### config.mk
export PLATFORM = sky130hd
export DESIGN_NAME = fifo_bit_collector
export DESIGN_NICKNAME = d
export VERILOG_FILES = /design/src/rtl/fifo_rd_pkg.sv /design/src/rtl/fifo_bit_collector.sv
export SDC_FILE = /design/constraint.sdc
export NUM_CORES = 1
export LEC_CHECK = 0
export CAP_MARGIN = 0
export CELL_PAD_IN_SITES_DETAIL_PLACEMENT = 1
export CELL_PAD_IN_SITES_GLOBAL_PLACEMENT = 1
export CORE_UTILIZATION = 36
export DETAILED_ROUTE_END_ITERATION = 8
export GPL_ROUTABILITY_DRIVEN = 0
export PLACE_DENSITY_LB_ADDON = 0.1
export RECOVER_POWER = 25
export SETUP_SLACK_MARGIN = 0.2
export SYNTH_ARGS = -nofsm -noshare
export SYNTH_HDL_FRONTEND = slang
export SYNTH_SLANG_ARGS = --single-unit
### constraint.sdc
create_clock -name clk -period 2.1 [get_ports clk]
set_input_delay 0.42 -clock clk [delete_from_list [all_inputs] [get_ports clk]]
set_output_delay 0.42 -clock clk [all_outputs]
set_load 0.01 [all_outputs]
### src/rtl/fifo_rd_pkg.sv
// ---------------------------------------------------------------------------
// fifo_rd_pkg
// Shared definitions for the read side of the 1-bit FIFO.
//   coll_state_t : collector FSM states (collect bits / hold finished word)
//   MAX_WIDTH    : largest word width the collector supports
// ---------------------------------------------------------------------------
package fifo_rd_pkg;

   typedef enum logic {
      S_COLLECT = 1'b0,
      S_HOLD    = 1'b1
   } coll_state_t;

   localparam int MAX_WIDTH = 32;

endpackage : fifo_rd_pkg

### src/rtl/fifo_bit_collector.sv
// ---------------------------------------------------------------------------
// fifo_bit_collector
// Drains a 1-bit FIFO one bit per cycle and assembles the bits LSB-first
// into WIDTH-bit words. Each word is offered on a valid/ready handshake. A
// flush request emits the bits gathered so far as a shorter word.
//
// Ports
//   clk         in   rising-edge clock
//   rst         in   synchronous active-high reset
//   fifo_empty  in   FIFO empty flag
//   fifo_data   in   FIFO head bit, valid while fifo_empty=0
//   fifo_pop    out  pop strobe; the head bit is consumed at the same edge
//   flush       in   emit the partial word collected so far
//   word_valid  out  word_data/word_len hold a word
//   word_ready  in   downstream accepts the word
//   word_data   out  assembled word, first popped bit in bit 0
//   word_len    out  number of valid bits in word_data (1..WIDTH)
// ---------------------------------------------------------------------------
module fifo_bit_collector
   import fifo_rd_pkg::*;
#(
   parameter int WIDTH = 8
) (
   input  logic                         clk,
   input  logic                         rst,
   input  logic                         fifo_empty,
   input  logic                         fifo_data,
   output logic                         fifo_pop,
   input  logic                         flush,
   output logic                         word_valid,
   input  logic                         word_ready,
   output logic [WIDTH-1:0]             word_data,
   output logic [$clog2(WIDTH+1)-1:0]   word_len
);

   localparam int CW = $clog2(WIDTH + 1);

   generate
      if (WIDTH < 2 || WIDTH > MAX_WIDTH) begin : g_bad_width
         $error("fifo_bit_collector: WIDTH must be in 2..MAX_WIDTH");
      end
   endgenerate

   coll_state_t         r_state;
   coll_state_t         w_state_nxt;
   logic [CW-1:0]       r_bit_cnt;
   logic [CW-1:0]       w_bit_cnt_nxt;
   logic [WIDTH-1:0]    r_shift;
   logic [WIDTH-1:0]    w_shift_nxt;
   logic [CW-1:0]       r_len;
   logic [CW-1:0]       w_len_nxt;
   logic                r_valid;
   logic                w_valid_nxt;
   logic                w_pop;
   logic [WIDTH-1:0]    w_bit_mask;
   logic                w_last_bit;

   // Pop only while collecting; reset overrides so the FIFO is never touched.
   assign w_pop      = !rst && (r_state == S_COLLECT) && !fifo_empty;
   // Shift register is cleared between words, so OR-ing in the new bit is enough.
   assign w_bit_mask = WIDTH'(fifo_data) << r_bit_cnt;
   assign w_last_bit = (r_bit_cnt == CW'(WIDTH - 1));

   // Next-state and datapath update for the collect/hold FSM.
   always_comb begin
      w_state_nxt   = r_state;
      w_bit_cnt_nxt = r_bit_cnt;
      w_shift_nxt   = r_shift;
      w_len_nxt     = r_len;
      w_valid_nxt   = r_valid;
      case (r_state)
         S_COLLECT: begin
            if (w_pop) begin
               w_shift_nxt   = r_shift | w_bit_mask;
               w_bit_cnt_nxt = r_bit_cnt + CW'(1);
               if (w_last_bit || flush) begin
                  // Popped bit is part of the word, full or flushed.
                  w_len_nxt   = r_bit_cnt + CW'(1);
                  w_valid_nxt = 1'b1;
                  w_state_nxt = S_HOLD;
               end else begin
                  w_state_nxt = S_COLLECT;
               end
            end else if (flush && (r_bit_cnt != CW'(0))) begin
               w_len_nxt   = r_bit_cnt;
               w_valid_nxt = 1'b1;
               w_state_nxt = S_HOLD;
            end else begin
               // Flush with nothing collected never yields an empty word.
               w_state_nxt = S_COLLECT;
            end
         end
         S_HOLD: begin
            if (word_ready) begin
               w_shift_nxt   = '0;
               w_bit_cnt_nxt = '0;
               w_len_nxt     = '0;
               w_valid_nxt   = 1'b0;
               w_state_nxt   = S_COLLECT;
            end else begin
               w_state_nxt = S_HOLD;
            end
         end
         default: begin
            w_shift_nxt   = '0;
            w_bit_cnt_nxt = '0;
            w_len_nxt     = '0;
            w_valid_nxt   = 1'b0;
            w_state_nxt   = S_COLLECT;
         end
      endcase
   end

   // State, counter, shift and length registers with synchronous reset.
   always_ff @(posedge clk) begin
      if (rst) begin
         r_state   <= S_COLLECT;
         r_bit_cnt <= '0;
         r_shift   <= '0;
         r_len     <= '0;
         r_valid   <= 1'b0;
      end else begin
         r_state   <= w_state_nxt;
         r_bit_cnt <= w_bit_cnt_nxt;
         r_shift   <= w_shift_nxt;
         r_len     <= w_len_nxt;
         r_valid   <= w_valid_nxt;
      end
   end

   assign fifo_pop   = w_pop;
   assign word_valid = r_valid;
   assign word_data  = r_shift;
   assign word_len   = r_len;

endmodule : fifo_bit_collector

* Yosys cells after proc, flatten, opt, wreduce, memory -nomap -nowiden
Cells that the tools add are included.
** Operators by class
- $add $sub $neg :: 1
- $mul :: 0
- Divide/modulo/power cells :: 0
- $lt $le $gt $ge :: 0
- Equality and inequality tests :: 5
- Shift-type cells :: 1
- Mux-type cells :: 20
- Bitwise gates (word level) :: 2
- Reduce and logical (&&, ||, !) cells :: 9
** Operators by type and width (number)
- two-way mux 4 bit :: 5
- two-way mux 8 bit :: 2
- case mux 4 bit (2 select lines) :: 2
- case mux 8 bit (2 select lines) :: 1
- two-way mux 1 bit :: 8
- OR 8 bit :: 1
- left shift 1 x 4 -> 8 bit :: 1
- inequality test 3 x 2 -> 1 bit, second input constant :: 2
- adder 4 x 1 -> 4 bit, second input constant :: 1
- == test 4 x 3 -> 1 bit, second input constant :: 1
- inequality test 2 bit, second input constant :: 2
- case mux 1 bit (2 select lines) :: 2
- nonzero test 4 bit :: 1
- logical AND 1 bit :: 3
- AND reduction 3 bit :: 1
- zero test 1 bit :: 2
- AND reduction 2 bit :: 1
- logical OR 1 bit :: 1
- NOT 1 bit :: 1
** Storage, ports and cells
- Register bits after elaboration :: 18
- Bits in latches :: 0
- Memory bits (writable) :: 0
- Memory bits (read-only) :: 0
- Output and inout port bits :: 14
- Logic and storage cells :: 43
- Memories kept :: 0

* Logic depth before layout (Yosys ltp)
Gate-level depths: netlist (run 1).
- Word-level depth :: 5
- Gate-level depth with buffers :: 7

* Worst setup path before layout (run 1)
No wires, ideal clock.
- Path kind :: flip-flop to flip-flop
- From :: register r_bit_cnt[0]
- To :: register r_len[0] (netlist: word_len[0])
- Arrival :: 1.543 ns
- Required time :: 1.978 ns
- Setup slack :: 0.435 ns
- Stages on the path, launching flop included :: 8
- Buffers on the path :: 1
- Path through :: dfxtp_1 buf_2 inv_1 ha_1 or3b_4 a31o_2 o211ai_1 a21oi_1
** Between the ends
- Word-level cells in the longest chain between the ends :: 4
** Ends and longest elaborated chain
- start, declared :: line fifo_bit_collector.sv:46 : logic [CW-1:0] r_bit_cnt;
- start signal, assigned :: line fifo_bit_collector.sv:124 : r_bit_cnt <= w_bit_cnt_nxt;
- adder 4 x 1 -> 4 bit (tied with other cells) :: line fifo_bit_collector.sv:78 : w_len_nxt = r_bit_cnt + CW'(1);
- two-way mux 4 bit (tied with other cells) :: line fifo_bit_collector.sv:76 : if (w_last_bit || flush) begin
- two-way mux 4 bit / inequality test 3 x 2 -> 1 bit (equally long branches)
- case mux 4 bit (2 select lines) / AND reduction 3 bit (equally long branches)
- end signal, assigned :: line fifo_bit_collector.sv:126 : r_len <= w_len_nxt;
- end, declared :: line fifo_bit_collector.sv:50 : logic [CW-1:0] r_len;
Parallel ways exist; a longest one is shown, timed or not. The select of a mux whose other input is x is not followed.
A chain may end at the register's enable or synchronous reset.

* Worst setup path after layout (run 1)
- From :: input fifo_empty
- To :: output fifo_pop
** Between the ends
- Word-level cells in the longest chain between the ends :: 2
** Ends and longest elaborated chain
- start, declared :: line fifo_bit_collector.sv:26 : input logic fifo_empty,
- zero test 1 bit :: line fifo_bit_collector.sv:59 : assign w_pop = !rst && (r_state == S_COLLECT) && !fifo_empty;
- logical AND 1 bit :: line fifo_bit_collector.sv:59
- end, declared :: line fifo_bit_collector.sv:28 : output logic fifo_pop,
No other way between the ends.

==> insert_results.sql, run 1 <==
INSERT INTO impl_metrics (metric_group, metric, value, unit) VALUES
('clocking', 'cts.path.max_buffers', '2', ''),
('global_route', 'grt_max_degree', '11', ''),
('worst_hold_path', 'worst_hold_path_type', 'flip-flop to flip-flop', ''),
('finish', 'drive_above_1_share', '15.1', '%'),
('finish', 'multiInputGateArea', '495', 'um^2'),
('finish', 'layout.cells.non_filler', '156', ''),
('synthesis', 'synth-edff-count', '0', ''),
('clocking', 'post_cts.repair.setup_buffers', '0', ''),
('critical_path', 'worstPathArrival', '1500', 'ps'),
('critical_path', 'crit-reg2reg-capture', 'word_len[0]', ''),
('pwr', 'power_density', '607', 'nW/um^2'),
('floorplanning', 'floorplan.initialDensity', '38.0', '%'),
('finish', 'total_inserted_antenna_cells', '0', ''),
('route', 'routed_wl', '2.25', 'mm'),
('sta', 'clock_skew', '2.70', 'ps'),
('critical_path', 'worst_setup_path_end_kind', 'output pin', ''),
('synthesis', 'synth.distinct_cells', '38', ''),
('run_status', 'run_status', 'completed', ''),
('global_route', 'groute.layer.met2.usage', '30.2', '%'),
('clocking', 'clk_root_buffer_cell', 'clkbuf_4', ''),
('synthesis', 'avgSynthCellArea', '9.05', 'um^2'),
('critical_path', 'worst-endpoint-required', '1680', 'ps'),
('sta', 'rsz_0062_raised_after_global_routing', 'yes', ''),
('global_route', 'grt_util_all_layers', '18.9', '%'),
('floorplanning', 'placementRows', '18', ''),
('floorplanning', 'die_area', '2800', 'um^2'),
('critical_path', 'worstReg2RegStart', 'r_bit_cnt[0]', ''),
('finish', 'layout.nets', '135', ''),
('floorplanning', 'die_width', '52.9', 'um'),
('sta', 'timing.max_slew.rel_slack', '74.0', '%'),
('clocking', 'total_cts_buffers', '3', ''),
('pwr', 'static_power_due_to_leakage', '0.000425', 'uW'),
('finish', 'commonest_non_fill_non_tap_cell_in_the_layout', 'dfxtp_1', ''),
('finish', 'leading_cell_types_in_the_layout_fill_and_taps_excluded', '18 x dfxtp_1, 17 x clkdlybuf4s50_1, 13 x nor2_1', ''),
('clocking', 'clk-insertion-delay-late', '290', 'ps'),
('synthesis', 'synth-seq-cells', '18', ''),
('sta', 'slew_viols_final', '0', ''),
('global_route', 'grt-ovfl-total', '0', ''),
('critical_path', 'worst_setup_path_start_kind', 'input pin', ''),
('sta', 'final_critical_path_setup_slack', '184', 'ps'),
('critical_path', 'cp_max_fo', '4', ''),
('clocking', 'number_of_clock_sinks_seen_by_cts', '18', ''),
('clocking', 'holdBufCountCts', '0', ''),
('critical_path', 'timing.critical_path.slowest_stage_cell', 'dlygate4sd3_1', ''),
('critical_path', 'worst_setup_slack_for_register_to_register_paths', '360', 'ps'),
('global_route', 'first_global_vias', '817', ''),
('clocking', 'clock_transition_at_path_regs', '110', 'ps'),
('synthesis', 'ys_seq_area_share', '38.7', '%'),
('flow_run', 'timing.max_cap.violations', '0', ''),
('route', 'vias_after_detailed_routing', '827', ''),
('worst_hold_path', 'hold_path_end', 'word_valid', ''),
('floorplanning', 'io-pin-count', '20', ''),
('global_route', 'antenna_found_initial', '0', ''),
('sta', 'report.final.hold_viol_count', '0', ''),
('placed_design', 'place_inst', '152', ''),
('route', 'drt_pre_antenna_iters', '4', ''),
('finish', 'ff_latch_area', '360', 'um^2'),
('critical_path', 'reg2reg_depth', '6', ''),
('route', 'detail_route.iter0.violations', '10', ''),
('synthesis', 'yosys_warnings', '0', ''),
('sta', 'worst_slew_pin_slew', '389', 'ps'),
('pwr', 'total_power', '726', 'uW'),
('sta', 'timing.final.crit_period', '1920', 'ps'),
('global_route', 'met3_track_demand_over_resource', '2.87', '%'),
('global_route', 'grt_pass1_wl', '3.82', 'mm'),
('global_route', 'grt-busiest-layer', 'met2', ''),
('floorplanning', 'chipHeight', '52.9', 'um'),
('critical_path', 'worstSetupPathType', 'input pin to output pin', ''),
('worst_hold_path', 'holdCritStartpoint', 'word_valid', ''),
('clocking', 'deepest_level_of_the_cts_h_tree', '1', ''),
('sta', 'finalSetupViolCount', '0', '');
-- worst max path at each step --
| stage | start | endpoint | slack (ps) | cells past startpoint |
|---|---|---|---|---|
| detailed placement | rst | fifo_pop | -70 | 3 |
| CTS | rst | fifo_pop | 210 | 3 |
| finish | fifo_empty | fifo_pop | 180 | 3 |
| global route | fifo_empty | fifo_pop | 140 | 3 |
| global placement | rst | fifo_pop | -50 | 3 |
| floorplan | r_bit_cnt[0] | word_len[0] | 430 | 7 |
-- cells in the mapped netlist, types with 2 or more instances --
cell       n  area (um^2)
a21oi_1    8         40.0
buf_6      2         22.5
nor2_1    13         48.8
ha_1       2         25.0
o21a_1     4         30.0
nor3_1     4         20.0
xnor2_1    4         35.0
nand3_1    4         20.0
o211ai_1   4         30.0
a31oi_1    3         18.8
inv_1      6         22.5
nand2b_1   3         18.8
dfxtp_1   18          360
buf_2      4         20.0
-- routing by layer --
layer	part of all wire, %	wire, um
met4	0.58	13
met5	0	0
met3	3.2	71
met1	49	1100
met2	47	1060
-- logic make-up (layout without fill, tap and decap cells) --
group | count (synthesis) | count (layout) | share of synthesized area, %
buffers and inverters | 14 | 37 | 8.19
adder cells (fa/ha/maj) | 2 | 2 | 2.68
flip-flops | 18 | 18 | 38.7
multiplexers | 1 | 1 | 1.21
AND/OR/NAND/NOR | 35 | 35 | 20.8
AO/OA/AOI/OAI | 28 | 28 | 23.8
XOR/XNOR | 5 | 5 | 4.70
-- power by group --
part | switching, uW | internal, uW
registers | 10.9 | 354
logic | 74.5 | 69.1
clock network | 112 | 106
total | 197 | 529
-- layout make-up --
type | instances | share of cell area [%]
Sequential cell | 18 | 30.1
Timing Repair Buffer | 27 | 20.4
Multi-Input combinational cell | 71 | 41.4
Tap cell | 30 | 3.14
Clock buffer | 4 | 3.03
Inverter | 6 | 1.88
-- through the flow --
stage          instance area, um^2  util (%)
6_report                      1200      48.7
3_3_place_gp                  1170      47.5
4_1_cts                       1200      49.0
2_1_floorplan                  932         -
3_5_place_dp                  1170      47.5
5_1_grt                       1200      48.7
-- registers in the layout (all words and copies together), names as in the netlist --
name / cells
r_bit_cnt: 4
r_state: 1
word_data: 8
word_valid: 1
word_len: 4
-- worst max-delay path, delay by kind of cell --
| family | cells | cell delay [ps] |
|---|---|---|
| and+or+nand+nor | 1 | 200 |
| buffers and inverters | 2 | 870 |
-- timing repair --
item / in CTS / in global routing
gates resized for setup: 3 / 1
cloned: 0 / 0
endpoints found under the setup margin: 1 / 2
pin swaps: 1 / 1
No activity file was read; power rests on OpenSTA's default activity.
==> run 2: changes to the inputs <==
--- a/config.mk
+++ b/config.mk
@@ -9,11 +9,13 @@
 export CELL_PAD_IN_SITES_DETAIL_PLACEMENT = 1
 export CELL_PAD_IN_SITES_GLOBAL_PLACEMENT = 1
 export CORE_UTILIZATION = 36
+export CTS_CLUSTER_SIZE = 8
 export DETAILED_ROUTE_END_ITERATION = 8
 export GPL_ROUTABILITY_DRIVEN = 0
 export PLACE_DENSITY_LB_ADDON = 0.1
 export RECOVER_POWER = 25
 export SETUP_SLACK_MARGIN = 0.2
+export SLEW_MARGIN = 20
 export SYNTH_ARGS = -nofsm -noshare
 export SYNTH_HDL_FRONTEND = slang
 export SYNTH_SLANG_ARGS = --single-unit
==> results of run 2 <==
No change in the layout: final DEF, timing and power equal those of run 1.
